[config.mk]
export PLATFORM = sky130hd
export DESIGN_NAME = route_backtrace
export DESIGN_NICKNAME = d
export VERILOG_FILES = /design/src/rtl/graph_pkg.sv /design/src/rtl/pred_lut.sv /design/src/rtl/route_backtrace.sv
export SDC_FILE = /design/constraint.sdc
export NUM_CORES = 1
export LEC_CHECK = 0
export BUFFER_PORTS_ARGS = -buffer_cell sky130_fd_sc_hd__buf_4
export CORE_MARGIN = 2
export CORE_UTILIZATION = 30
export CTS_BUF_LIST = sky130_fd_sc_hd__clkbuf_8
export DETAILED_ROUTE_END_ITERATION = 8
export PLACE_DENSITY = 0.6
export SLEW_MARGIN = 20
export SYNTH_ARGS = -nofsm -noshare
export SYNTH_HDL_FRONTEND = slang
export SYNTH_SLANG_ARGS = --single-unit
[constraint.sdc]
create_clock -name CLK -period 2.6 [get_ports CLK]
set_input_delay 0.78 -clock CLK [delete_from_list [all_inputs] [get_ports CLK]]
set_output_delay 0.78 -clock CLK [all_outputs]
set_load 0.02 [all_outputs]
[src/rtl/graph_pkg.sv]
// Shared graph constants and types for the search and backtrace stages.
//   N_NODE     : number of graph nodes (power of two)
//   IDX_W      : node index width, log2(N_NODE)
//   node_idx_t : node index type
//   bt_state_t : backtrace FSM state
package graph_pkg;

  localparam int unsigned N_NODE = 64;
  localparam int unsigned IDX_W  = $clog2(N_NODE);

  typedef logic [IDX_W-1:0] node_idx_t;

  typedef enum logic [1:0] {
    IDLE = 2'd0,
    WALK = 2'd1,
    FIN  = 2'd2
  } bt_state_t;

endpackage

[src/rtl/pred_lut.sv]
// Predecessor snapshot table with an N_NODE:1 read mux.
//   CLK, RST_n : clock, async active-low reset
//   load       : capture pred_flat into the snapshot
//   pred_flat  : predecessor of node i at bits [i*IDX_W +: IDX_W]
//   rd_idx     : node to look up
//   rd_pred_c  : combinational predecessor of rd_idx from the snapshot
module pred_lut
  import graph_pkg::*;
(
  input  logic                      CLK,
  input  logic                      RST_n,
  input  logic                      load,
  input  logic [N_NODE*IDX_W-1:0]   pred_flat,
  input  node_idx_t                 rd_idx,
  output node_idx_t                 rd_pred_c
);

  node_idx_t pred_q [N_NODE];

  // Snapshot register array
  always_ff @(posedge CLK or negedge RST_n) begin
    if (!RST_n) begin
      for (int i = 0; i < int'(N_NODE); i++) begin
        pred_q[i] <= '0;
      end
    end else if (load) begin
      for (int i = 0; i < int'(N_NODE); i++) begin
        pred_q[i] <= pred_flat[i*IDX_W +: IDX_W];
      end
    end
  end

  // Predecessor lookup for the walk pointer
  assign rd_pred_c = pred_q[rd_idx];

endmodule

[src/rtl/route_backtrace.sv]
// Walks the predecessor snapshot from endPoint back to startPoint and streams
// route nodes (endpoint first) over valid/ready, then pulses route_done.
//   CLK, RST_n            : clock, async active-low reset
//   search_done           : pulse; reached/pred_flat/startPoint/endPoint valid
//   reached, pred_flat    : search results
//   startPoint, endPoint  : route source / destination
//   node_valid/ready/idx  : route node stream, node_last marks startPoint
//   busy                  : walk in progress (WALK or FIN)
//   route_done, route_ok  : end-of-walk pulse and success flag
//   hop_count             : hops walked, held until the next walk ends
module route_backtrace
  import graph_pkg::*;
(
  input  logic                      CLK,
  input  logic                      RST_n,
  input  logic                      search_done,
  input  logic [N_NODE-1:0]         reached,
  input  logic [N_NODE*IDX_W-1:0]   pred_flat,
  input  logic [IDX_W-1:0]          startPoint,
  input  logic [IDX_W-1:0]          endPoint,
  output logic                      node_valid,
  input  logic                      node_ready,
  output logic [IDX_W-1:0]          node_idx,
  output logic                      node_last,
  output logic                      busy,
  output logic                      route_done,
  output logic                      route_ok,
  output logic [IDX_W-1:0]          hop_count
);

  localparam node_idx_t HOP_MAX = IDX_W'(N_NODE - 1);

  bt_state_t state_q, state_d;
  node_idx_t cur_q, cur_d;
  node_idx_t start_q, start_d;
  node_idx_t hops_q, hops_d;
  node_idx_t hop_count_q, hop_count_d;
  logic      valid_q, valid_d;
  logic      last_q, last_d;
  logic      busy_q, busy_d;
  logic      done_q, done_d;
  logic      ok_q, ok_d;
  logic      load_c;
  node_idx_t pred_cur_c;

  pred_lut u_pred_lut (
    .CLK       (CLK),
    .RST_n     (RST_n),
    .load      (load_c),
    .pred_flat (pred_flat),
    .rd_idx    (cur_q),
    .rd_pred_c (pred_cur_c)
  );

  // State and output registers
  always_ff @(posedge CLK or negedge RST_n) begin
    if (!RST_n) begin
      state_q     <= IDLE;
      cur_q       <= '0;
      start_q     <= '0;
      hops_q      <= '0;
      hop_count_q <= '0;
      valid_q     <= 1'b0;
      last_q      <= 1'b0;
      busy_q      <= 1'b0;
      done_q      <= 1'b0;
      ok_q        <= 1'b0;
    end else begin
      state_q     <= state_d;
      cur_q       <= cur_d;
      start_q     <= start_d;
      hops_q      <= hops_d;
      hop_count_q <= hop_count_d;
      valid_q     <= valid_d;
      last_q      <= last_d;
      busy_q      <= busy_d;
      done_q      <= done_d;
      ok_q        <= ok_d;
    end
  end

  // Next-state and next-output logic
  always_comb begin
    state_d     = state_q;
    cur_d       = cur_q;
    start_d     = start_q;
    hops_d      = hops_q;
    hop_count_d = hop_count_q;
    valid_d     = valid_q;
    last_d      = last_q;
    done_d      = 1'b0;
    ok_d        = 1'b0;
    load_c      = 1'b0;

    unique case (state_q)
      IDLE: begin
        if (search_done) begin
          load_c  = 1'b1;
          start_d = startPoint;
          cur_d   = endPoint;
          hops_d  = '0;
          if (reached[endPoint]) begin
            state_d = WALK;
            valid_d = 1'b1;
            last_d  = (endPoint == startPoint);
          end else begin
            state_d     = FIN;
            done_d      = 1'b1;
            hop_count_d = '0;
          end
        end
      end

      WALK: begin
        if (valid_q && node_ready) begin
          if (last_q) begin
            state_d     = FIN;
            valid_d     = 1'b0;
            last_d      = 1'b0;
            done_d      = 1'b1;
            ok_d        = 1'b1;
            hop_count_d = hops_q;
          end else if (hops_q == HOP_MAX) begin
            // Loop guard: predecessor table never reached startPoint
            state_d     = FIN;
            valid_d     = 1'b0;
            last_d      = 1'b0;
            done_d      = 1'b1;
            hop_count_d = hops_q;
          end else begin
            cur_d  = pred_cur_c;
            last_d = (pred_cur_c == start_q);
            hops_d = hops_q + IDX_W'(1);
          end
        end
      end

      FIN: begin
        state_d = IDLE;
      end

      default: begin
        state_d = IDLE;
        valid_d = 1'b0;
        last_d  = 1'b0;
      end
    endcase

    busy_d = (state_d != IDLE);
  end

  assign node_valid = valid_q;
  assign node_idx   = cur_q;
  assign node_last  = last_q;
  assign busy       = busy_q;
  assign route_done = done_q;
  assign route_ok   = ok_q;
  assign hop_count  = hop_count_q;

endmodule

==> impl_metrics.toml <==
[cells_and_area]
multi_input_area_mm2 = 0.00885
stdcell_area_mm2 = 0.0269
seqCellArea_mm2 = 0.0104
area_growth_pct = 37.9
num-nets-final = 3118
n_fill_cell = 6359
drive_above_1_share_pct = 32.9

[clock_tree]
cts.sinks = 415
htreeDepth = 3
clock_latency_ns = 0.66
cts.reportedPaths.clkPinSlew_ns = 0.06
cts_made_buffers = 77
cts_tree = "built"
clk_path_buf_depth = 3
cts_root_buf = "clkbuf_8"

[synth]
syn_area_per_cell_um2 = 9.35
ys_top_cells_by_area = "dfrtp_1 53%, nand2_1 23%, mux4_2 11%"
synth.top_cell.area_share_pct = 53.2
synthDistinctLibCells = 55
synthTopCellsByCount = "1209 x nand2_1, 415 x dfrtp_1, 99 x mux4_2"
synthCells = 2090
ys.flop_type = "dfrtp_1"
async_flop_share_pct = 100
ys_ff_latch = 415
seq_area_frac_synth_pct = 53.2
netlist_area_mm2 = 0.0195
yosys.area.top_type = "dfrtp_1"
synth_fp_nets = 2555
synth_edf_count = 0
synth.most_common_cell = "nand2_1"
synth_warnings = 0

[die]
start_util_pct = 30.3
die_area_mm2 = 0.0672
core_mm2 = 0.0645
ioPinCount = 481
num_rows = 93
fp.dieW_um = 259
die_h_um = 259

[sta]
setup_viol = 4
fin_crit_ns = 2.77
max_freq_mhz = 361
hold_viol = 0
holdWs_ns = 0.306
finalCritPeriodShare_pct = 107
tightestPinTransition_ns = 0.988
layout_setup_ws_ns = -0.170
slew_headroom_pct = 34.2
finClkSkew_ns = 0.0423
final_max_slew_viol_count = 0
rsz0062_at_grt = "yes"

[drt]
drtIter0Drc = 1156
vias_per_cell = 4.74
wl_per_cell_um = 19.6
drc = 0
num_vias = 16900
wl_um = 70200
dr.pass1.iters = 5
ant_nets = 0

[placement]
gp_congestion = 0.847
dpl.hpwl_um = 52200
place_area_mm2 = 0.0248
io_buffers = 480

[setup_path]
crit_path_top_delay_cell = "mux4_2"
cp.required_ns = 3.11
max_stage_delay_ns = 0.54
worst_setup_path_start_kind = "flip-flop"
critPathMaxFanout = 14
arrival_ns = 3.28
path_class = "reg2reg"
path_cells = "buf_4 > buf_16 > buf_4 > mux4_2 > o211ai_1 > o2111ai_2 > o22ai_4 > xnor2_1 > nor3_2 > a41o_1"
cp_common_cell = "buf_4"
crit_path_end_kind = "flip-flop"

[power_and_ir_drop]
switchingPower_mw = 12.6
switching_share_pct = 38.5
seqPwrFrac_pct = 34.5
leakagePower_nw = 13.9
irDropWorstVdd_mv = 0.659
p_comb_share_pct = 45.9
internal-power_mw = 20.0
clockPowerShare_pct = 19.5
powerDensity_mw_per_mm2 = 1210

[outcome]
status = "finished with violations"
violations = "negative setup slack"

[grt]
grt_use_total_pct = 20.8
grt_max_degree = 189
grt_pass1_vias = 17800
grt_pass1_wl_um = 105000
overflow = 0
antenna_found_initial = 14

[worst_hold_path]
hold_path_class = "in2reg"

[run]
drv_cap = 0
-- registers in the layout, indices dropped and copies added, names as in the netlist, 2 cells and up --
| name | count |
|---|---|
| hop_count | 6 |
| hops_q | 6 |
| node_idx | 6 |
| start_q | 6 |
| state_q | 2 |
| u_pred_lut.pred_q | 384 |
-- metrics by stage --
step / power [mW] / setup TNS [ns] / utilization (%) / std cells / worst slack, ns
2_1_floorplan: 19.2 / -1.99 / - / 2090 / -0.329
3_3_place_gp: 24.9 / -5.67 / 38.5 / 3409 / -0.587
3_5_place_dp: 25.2 / -6.36 / 38.5 / 3409 / -0.651
4_1_cts: 32.7 / -0.516 / 41.6 / 3563 / -0.180
5_1_grt: 35.0 / -0.899 / 41.8 / 3568 / -0.297
6_report: 32.6 / -0.373 / 41.8 / 3572 / -0.170
-- cell families (layout without fill, tap and decap cells) --
| kind of cell | count (synthesis) | in the layout | share of synthesized area, % |
|---|---|---|---|
| AND/OR/NAND/NOR | 1286 | 1286 | 25.4 |
| flip-flops | 415 | 415 | 53.2 |
| multiplexers | 160 | 160 | 15.2 |
| buffers and inverters | 137 | 758 | 2.91 |
| AO/OA/AOI/OAI | 75 | 75 | 2.63 |
| XOR/XNOR | 16 | 16 | 0.718 |
| adder cells (fa/ha/maj) | 1 | 1 | 0.0641 |
| other | 0 | 6 | 0 |
-- power by group through the flow --
stage                     logic [mW]  clock network (mW)  registers (mW)
after floorplan                 8.47                   0            10.7
after global placement          13.7                   0            11.1
after detailed placement        13.9                   0            11.3
after CTS                       14.9                6.56            11.2
after global routing            16.5                6.86            11.6
final                           15.0                6.37            11.3
-- final timing paths --
kind                            depth (start not counted)              startpoint  slack [ns]                     end
worst max-delay path                                   10             node_idx[1]       -0.17               node_last
worst min-delay path                                    3          pred_flat[109]        0.31  u_pred_lut.pred_q[271]
worst max register to register                         10             node_idx[1]       -0.17               node_last
worst min register to register                          2  u_pred_lut.pred_q[237]        0.47  u_pred_lut.pred_q[237]
max in group asynchronous                               4                   RST_n        1.03  u_pred_lut.pred_q[258]
min in group asynchronous                               2                   RST_n        0.66  u_pred_lut.pred_q[148]
-- placed cells by master, fill, tap and decap left out, types with 8 or more instances in the layout --
| master | netlist | final |
|---|---|---|
| o21ai_0 | 12 | 9 |
| nor2_1 | 23 | 21 |
| nand2_1 | 1209 | 1208 |
| nor2b_1 | 13 | 12 |
| buf_6 | 1 | 10 |
| mux4_2 | 99 | 100 |
| o21ai_1 | 7 | 8 |
| inv_1 | 4 | 24 |
| xor2_1 | 9 | 8 |
| buf_12 | 0 | 23 |
| buf_4 | 2 | 575 |
| clkbuf_8 | 0 | 101 |
| clkinv_2 | 0 | 9 |
| dfrtp_1 | 415 | 410 |
| mux2_2 | 13 | 10 |
| mux2i_1 | 41 | 31 |
-- worst max-delay path: cells and delay by family, from the launching register on --
family,cells,cell delay (ns)
compound gates,4,0.87
xor+xnor,1,0.16
buf+inv,3,0.53
flops,1,0.45
mux,1,0.54
simple gates,1,0.07
-- final cells by class --
type                    count  area share (%)
multi-input cells        1538            32.8
clock buffers             101            5.16
well taps                 855            3.97
flip-flops and latches    415            38.6
inverters                   7          0.0975
diodes                      6          0.0557
clock inverters            36           0.692
repair buffers            614            18.6
-- layer usage --
metal	part of all wire, %	GRT usage (%)	wire length, um	vias to the layer above
met5	0.13	0	89	-
met4	2.7	6.59	1880	14
met3	6.8	5.25	4790	118
met2	48	33.9	33600	514
met1	42	27.2	29800	8353
li1	-	-	-	7930
-- what timing repair did --
| item | 4_1_cts | 5_1_grt |
|---|---|---|
| hold buffers | 1 | 0 |
| resized for setup | 47 | 25 |
| endpoints found under the setup margin | 6 | 11 |
| pin swaps | 18 | 17 |
| setup buffers | 16 | 6 |
| endpoints found under the hold margin | 1 | 0 |
| gates cloned | 2 | 0 |
(Power assumes the default switching activity.)
